===== config.mk =====
export PLATFORM = sky130hd
export DESIGN_NAME = time_cnt_chain
export DESIGN_NICKNAME = d
export VERILOG_FILES = /design/src/rtl/time_cnt_chain.sv
export SDC_FILE = /design/constraint.sdc
export NUM_CORES = 1
export LEC_CHECK = 0
export ABC_AREA = 1
export ABC_CLOCK_PERIOD_IN_PS = 6000
export CAP_MARGIN = 15
export CORE_MARGIN = 2
export CORE_UTILIZATION = 55
export DETAILED_ROUTE_END_ITERATION = 10
export GPL_ROUTABILITY_DRIVEN = 0
export PLACE_DENSITY = 0.92
export SYNTH_ARGS = -nofsm -noshare
export SYNTH_HDL_FRONTEND = slang
export SYNTH_SLANG_ARGS = --single-unit

===== constraint.sdc =====
create_clock -name clk -period 6 [get_ports clk]
set_input_delay 1.2 -clock clk [delete_from_list [all_inputs] [get_ports clk]]
set_output_delay 1.2 -clock clk [all_outputs]
set_load 0.01 [all_outputs]

===== src/rtl/time_cnt_chain.sv =====
// Four-stage cascaded modulo time counter with up/down direction, run-control FSM,
// load/clear and countdown completion. Optional alarm compare: TIME_CNT_CHAIN_ALARM_EN.
module time_cnt_chain #(
    parameter int MOD0 = 100,
    parameter int MOD1 = 60,
    parameter int MOD2 = 60,
    parameter int MOD3 = 24,
    parameter int W0   = 7,
    parameter int W1   = 6,
    parameter int W2   = 6,
    parameter int W3   = 5,
    localparam int TW  = W0 + W1 + W2 + W3
) (
    input  logic          clk,
    input  logic          rst_n,
    input  logic          i_tick,
    input  logic          i_start,
    input  logic          i_stop,
    input  logic          i_clear,
    input  logic          i_dir,
    input  logic          i_load,
    input  logic [TW-1:0] i_load_val,
    output logic [TW-1:0] o_time,
    output logic [3:0]    o_carry,
    output logic          o_wrap,
    output logic          o_done,
    output logic          o_running
`ifdef TIME_CNT_CHAIN_ALARM_EN
   ,input  logic [TW-1:0] i_alarm_val,
    input  logic          i_alarm_arm,
    output logic          o_alarm
`endif
);

    typedef enum logic [1:0] {ST_STOP, ST_RUN, ST_DONE} state_t;

    localparam logic [W0-1:0] MAX0 = W0'(MOD0 - 1);
    localparam logic [W1-1:0] MAX1 = W1'(MOD1 - 1);
    localparam logic [W2-1:0] MAX2 = W2'(MOD2 - 1);
    localparam logic [W3-1:0] MAX3 = W3'(MOD3 - 1);

    state_t        state_q, state_d;
    logic [TW-1:0] time_q, time_d;
    logic [3:0]    carry_d;
    logic          wrap_d;
    logic          step;
    logic          tick_en;
    logic          zero_now;
    logic          dn_zero;

    logic [W0-1:0] f0, u0, d0, l0, c0;
    logic [W1-1:0] f1, u1, d1, l1, c1;
    logic [W2-1:0] f2, u2, d2, l2, c2;
    logic [W3-1:0] f3, u3, d3, l3, c3;
    logic [3:0]    up_c, dn_b;

    assign {f3, f2, f1, f0} = time_q;
    assign {l3, l2, l1, l0} = i_load_val;

    // Out-of-range load fields saturate to the stage maximum, independently.
    assign c0 = (l0 > MAX0) ? MAX0 : l0;
    assign c1 = (l1 > MAX1) ? MAX1 : l1;
    assign c2 = (l2 > MAX2) ? MAX2 : l2;
    assign c3 = (l3 > MAX3) ? MAX3 : l3;

    // Whole chain resolves in one edge: stage k moves only when all lower stages wrap/borrow.
    assign up_c[0] = (f0 == MAX0);
    assign up_c[1] = up_c[0] && (f1 == MAX1);
    assign up_c[2] = up_c[1] && (f2 == MAX2);
    assign up_c[3] = up_c[2] && (f3 == MAX3);

    assign dn_b[0] = (f0 == '0);
    assign dn_b[1] = dn_b[0] && (f1 == '0);
    assign dn_b[2] = dn_b[1] && (f2 == '0);
    assign dn_b[3] = dn_b[2] && (f3 == '0);

    assign u0 = up_c[0] ? '0 : f0 + 1'b1;
    assign u1 = up_c[0] ? (up_c[1] ? '0 : f1 + 1'b1) : f1;
    assign u2 = up_c[1] ? (up_c[2] ? '0 : f2 + 1'b1) : f2;
    assign u3 = up_c[2] ? (up_c[3] ? '0 : f3 + 1'b1) : f3;

    assign d0 = dn_b[0] ? MAX0 : f0 - 1'b1;
    assign d1 = dn_b[0] ? (dn_b[1] ? MAX1 : f1 - 1'b1) : f1;
    assign d2 = dn_b[1] ? (dn_b[2] ? MAX2 : f2 - 1'b1) : f2;
    assign d3 = dn_b[2] ? (dn_b[3] ? MAX3 : f3 - 1'b1) : f3;

    assign zero_now = (time_q == '0);
    assign dn_zero  = ({d3, d2, d1, d0} == '0);
    assign tick_en  = i_tick && (state_q == ST_RUN) && !i_clear && !i_load;

    always_comb begin
        // NOTE: every combinational output gets a default first so no path infers a latch.
        state_d = state_q;
        time_d  = time_q;
        carry_d = '0;
        wrap_d  = 1'b0;
        step    = 1'b0;

        if (i_clear) begin
            time_d = '0;
        end else if (i_load) begin
            time_d = {c3, c2, c1, c0};
        end else if (tick_en) begin
            if (!i_dir) begin
                time_d  = {u3, u2, u1, u0};
                carry_d = up_c;
                wrap_d  = up_c[3];
                step    = 1'b1;
            end else if (!zero_now) begin
                time_d  = {d3, d2, d1, d0};
                carry_d = dn_zero ? 4'b0000 : dn_b;
                step    = 1'b1;
            end
        end

        unique case (state_q)
            ST_STOP: if (i_start && !i_stop) state_d = ST_RUN;
            ST_RUN: begin
                if (i_stop)
                    state_d = ST_STOP;
                else if (tick_en && i_dir && (zero_now || dn_zero))
                    state_d = ST_DONE;
            end
            ST_DONE: begin
                if (i_stop || i_clear || i_load)
                    state_d = ST_STOP;
                else if (i_start && !zero_now)
                    state_d = ST_RUN;
            end
            default: state_d = ST_STOP;
        endcase
    end

    always_ff @(posedge clk or negedge rst_n) begin
        if (!rst_n) begin
            state_q   <= ST_STOP;
            time_q    <= '0;
            o_carry   <= '0;
            o_wrap    <= 1'b0;
            o_done    <= 1'b0;
            o_running <= 1'b0;
        end else begin
            // NOTE: non-blocking assignments so every register samples pre-edge values.
            state_q   <= state_d;
            time_q    <= time_d;
            o_carry   <= carry_d;
            o_wrap    <= wrap_d;
            o_done    <= (state_d == ST_DONE);
            o_running <= (state_d == ST_RUN);
        end
    end

    assign o_time = time_q;

`ifdef TIME_CNT_CHAIN_ALARM_EN
    // Fires only on a counted step that lands on the alarm value; clear/load never fire it.
    always_ff @(posedge clk or negedge rst_n) begin
        if (!rst_n)
            o_alarm <= 1'b0;
        else
            o_alarm <= i_alarm_arm && step && (time_d == i_alarm_val);
    end
`else
    logic unused_step;
    assign unused_step = step;
`endif

endmodule


==> results.md <==
- Pwr Total: 0.818 mW
- H-Tree Depth: 2
- CTS max path bufs: 2
- Largest net degree at the start of global routing: 34
- HPWL after DPL: 7100 um
- CTS Sinks: 33
- Critical path depth: 8
- Slowest cell on the critical path: clkdlybuf4s50_1
- Register bit count reported by yosys: 33
- Period utilization: 66.3%
- # Post-CTS Setup Buffers: 0
- Syn_nets: 555
- RSZ-0062 raised after global routing: no
- Leak Pwr: 1.81 nW
- Met3 GRT Util: 5.67%
- Multi-input logic area: 2090 um^2
- Worst EP required: 6210 ps
- Total grt overflow: 0
- M1 GR Usage: 41.4%
- Register Area: 826 um^2
- Die width: 80.9 um
- Synth Warn #: 0
- Max Fanout on Critical Path: 18
- Initial core utilization: 56.0%
- Routed wire length: 9730 um
- Initial drt markers: 639
- Number of nets in the layout: 605
- First-pass DRT Iterations: 7
- CP Cell Sequence: clkdlybuf4s50_1, nor2_2, nand4_1, nand2_1, nand2_2, nor2_1, nand3_1, o21ai_0
- Max IR drop VDD: 110 uV
- Final Critical Period: 3980 ps
- Root Driver: clkbuf_8
- Crit path launch type: input port
- Final setup vio count: 0
- Hold-fix buffers, CTS: 0
- Worst R2R Setup Slack: 3370 ps
- CTS clk-pin slew, worst paths: 80 ps
- Core Area: 5820 um^2
- Std-Cell Rows: 28
- Post-Syn Instances: 513
- Final Hold Slack: 596 ps
- Outcome: finished, final reports clean
- Mapped Area: 3260 um^2
- Worst slew pin tran: 976 ps
- Worst path bufs/invs: 1
- Share of flip-flops with an asynchronous set or reset: 100%
- TritonCTS clock tree: done
- TNS Setup: 0 ps
- Vias/cell: 6.16
- Final Cell Area: 3940 um^2
- First-pass GRT wire length: 16000 um
- Die footprint: 6550 um^2
- Die span in y: 80.9 um
- Max cap viols: 0
- Avg Inst Size Synth: 6.35 um^2
- GRT Max-Usage Layer: met2
- Register area share after synthesis: 25.4%
- Fmax: 0.251 GHz
- Area grow syn2layout: 21.1%
- Worst Setup End Kind: register
- Total Routing Usage GR: 31.2%
- Detail Route Antenna Nets: 0
- Min-delay worst type: register to register
- PwrDens: 207 nW/um^2
- Crit-path max cell delay: 830 ps
- FF-to-FF path depth: 11
- Antenna violations before repair: 0
- Port Buf Inserts: 62
- Filler instances: 505
- GRT met2 Usage: 50.6%
- EDFF count, synth: 0
- Vias after detailed routing: 3927
- Final hold violation count: 0
- Slew Viols, Final: 0
- Resized cells post-CTS: 0
- Prevailing post-synth register cell: dfrtp_1
- Ant. Diodes: 0
- Cell variety after synth: 40
- Critical Path Start: i_load
- Relative slew slack: 34.7%
- RR Endpoint: o_time[18]
- Drt wl/cell: 15.2 um
- Clock latency on the worst-skew pair: 290 ps
- WS Path Type: input port to register
- CP delay by family, top: simple AND/OR/NAND/NOR gates
- Total CTS buffers: 5
- CP endpoint: o_time[18]
- Number of I/O pins: 63
- Clk_skew: 10.3 ps
- # DRC: 0
- Crit path DAT: 4190 ps
- Vias in the first global route: 3482
- R2R Path Start: o_time[0]
- Share of layout cells above drive strength 1: 5.68%
- Placed Area: 3860 um^2
-- power breakdown --
group | switching, mW | internal (mW)
clock network | 0.0900 | 0.0913
registers | 0.0465 | 0.243
logic | 0.208 | 0.139
-- worst min-delay path by stage --
stage	from	end	slack (ps)	cells past startpoint
final	state_q[1]	o_running	600	3
after global routing	state_q[1]	state_q[0]	590	3
after CTS	state_q[1]	state_q[0]	580	3
after detailed placement	state_q[1]	state_q[0]	570	3
after global placement	state_q[1]	state_q[0]	540	3
after floorplan	state_q[1]	o_running	530	3
-- sequential cells by signal (all words and copies together), names as in the netlist --
name and cells:
o_done 1, o_wrap 1, o_running 1, o_carry 4, o_time 24, state_q 2
-- cell usage in the layout, fill, tap and decap left out, types with 2 or more instances in the layout --
cell type / instances
o211ai_1: 9
nor2_1: 55
nor2_4: 4
inv_1: 53
o21ai_0: 39
xor2_1: 8
nor3_1: 12
inv_2: 3
clkinv_1: 2
nand4_1: 6
ha_1: 10
nand3_1: 67
nor2_8: 3
nor2_2: 4
nand2_2: 4
nor4_1: 5
a21oi_1: 31
dfrtp_1: 33
o21ai_1: 6
clkdlybuf4s50_1: 62
nand2_1: 121
clkbuf_8: 6
o31ai_1: 3
-- through the flow --
stage / setup slack [ps] / instances / utilization, %
after floorplan: 3510 / 513 / -
after global placement: 1970 / 631 / 66.3
after detailed placement: 1870 / 631 / 66.3
after CTS: 2160 / 638 / 67.8
after global routing: 1840 / 638 / 67.8
final: 2020 / 638 / 67.8
-- cell type report --
class                      count  area share [%]
tap                           75            2.38
inverter                      58            5.52
sequential                    33            20.9
clock buffer                   7            2.19
timing repair buffer          63            15.9
multi-input combinational    402            53.0
-- worst min-delay path, cell delays in order (launching register included) --
cell and delay [ps]:
dfrtp_1 350, nor3_1 70, nand2_1 90, nand2_1 50
-- routing by layer --
layer	up-vias	part of all wire, %
met5	-	0
met4	0	3.8
met3	62	13
met2	328	46
met1	1736	38
li1	1801	-
-- Yosys cell counts, types with 5 or more instances --
master | count | area (um^2)
xor2_1 | 8 | 70.1
dfrtp_1 | 33 | 826
nor2_1 | 55 | 206
o21ai_1 | 6 | 30.0
nand2_1 | 121 | 454
nor3_1 | 12 | 60.1
a21oi_1 | 31 | 155
buf_6 | 5 | 56.3
clkbuf_1 | 11 | 41.3
o211ai_1 | 9 | 67.6
nand3_1 | 67 | 335
o21ai_0 | 39 | 195
nor4_1 | 5 | 31.3
inv_1 | 53 | 199
nand4_1 | 6 | 37.5
ha_1 | 10 | 125
-- kinds of logic after synthesis --
group / count (synthesis) / synth area share, %
DFF: 33 / 25.4
xor gates and xnor gates: 9 / 2.42
AOI/OAI and AO/OA: 96 / 16.4
adders and majority gates: 10 / 3.84
buffers and inverters: 78 / 10.4
and+or+nand+nor: 287 / 41.6
(Power assumes the default switching activity.)
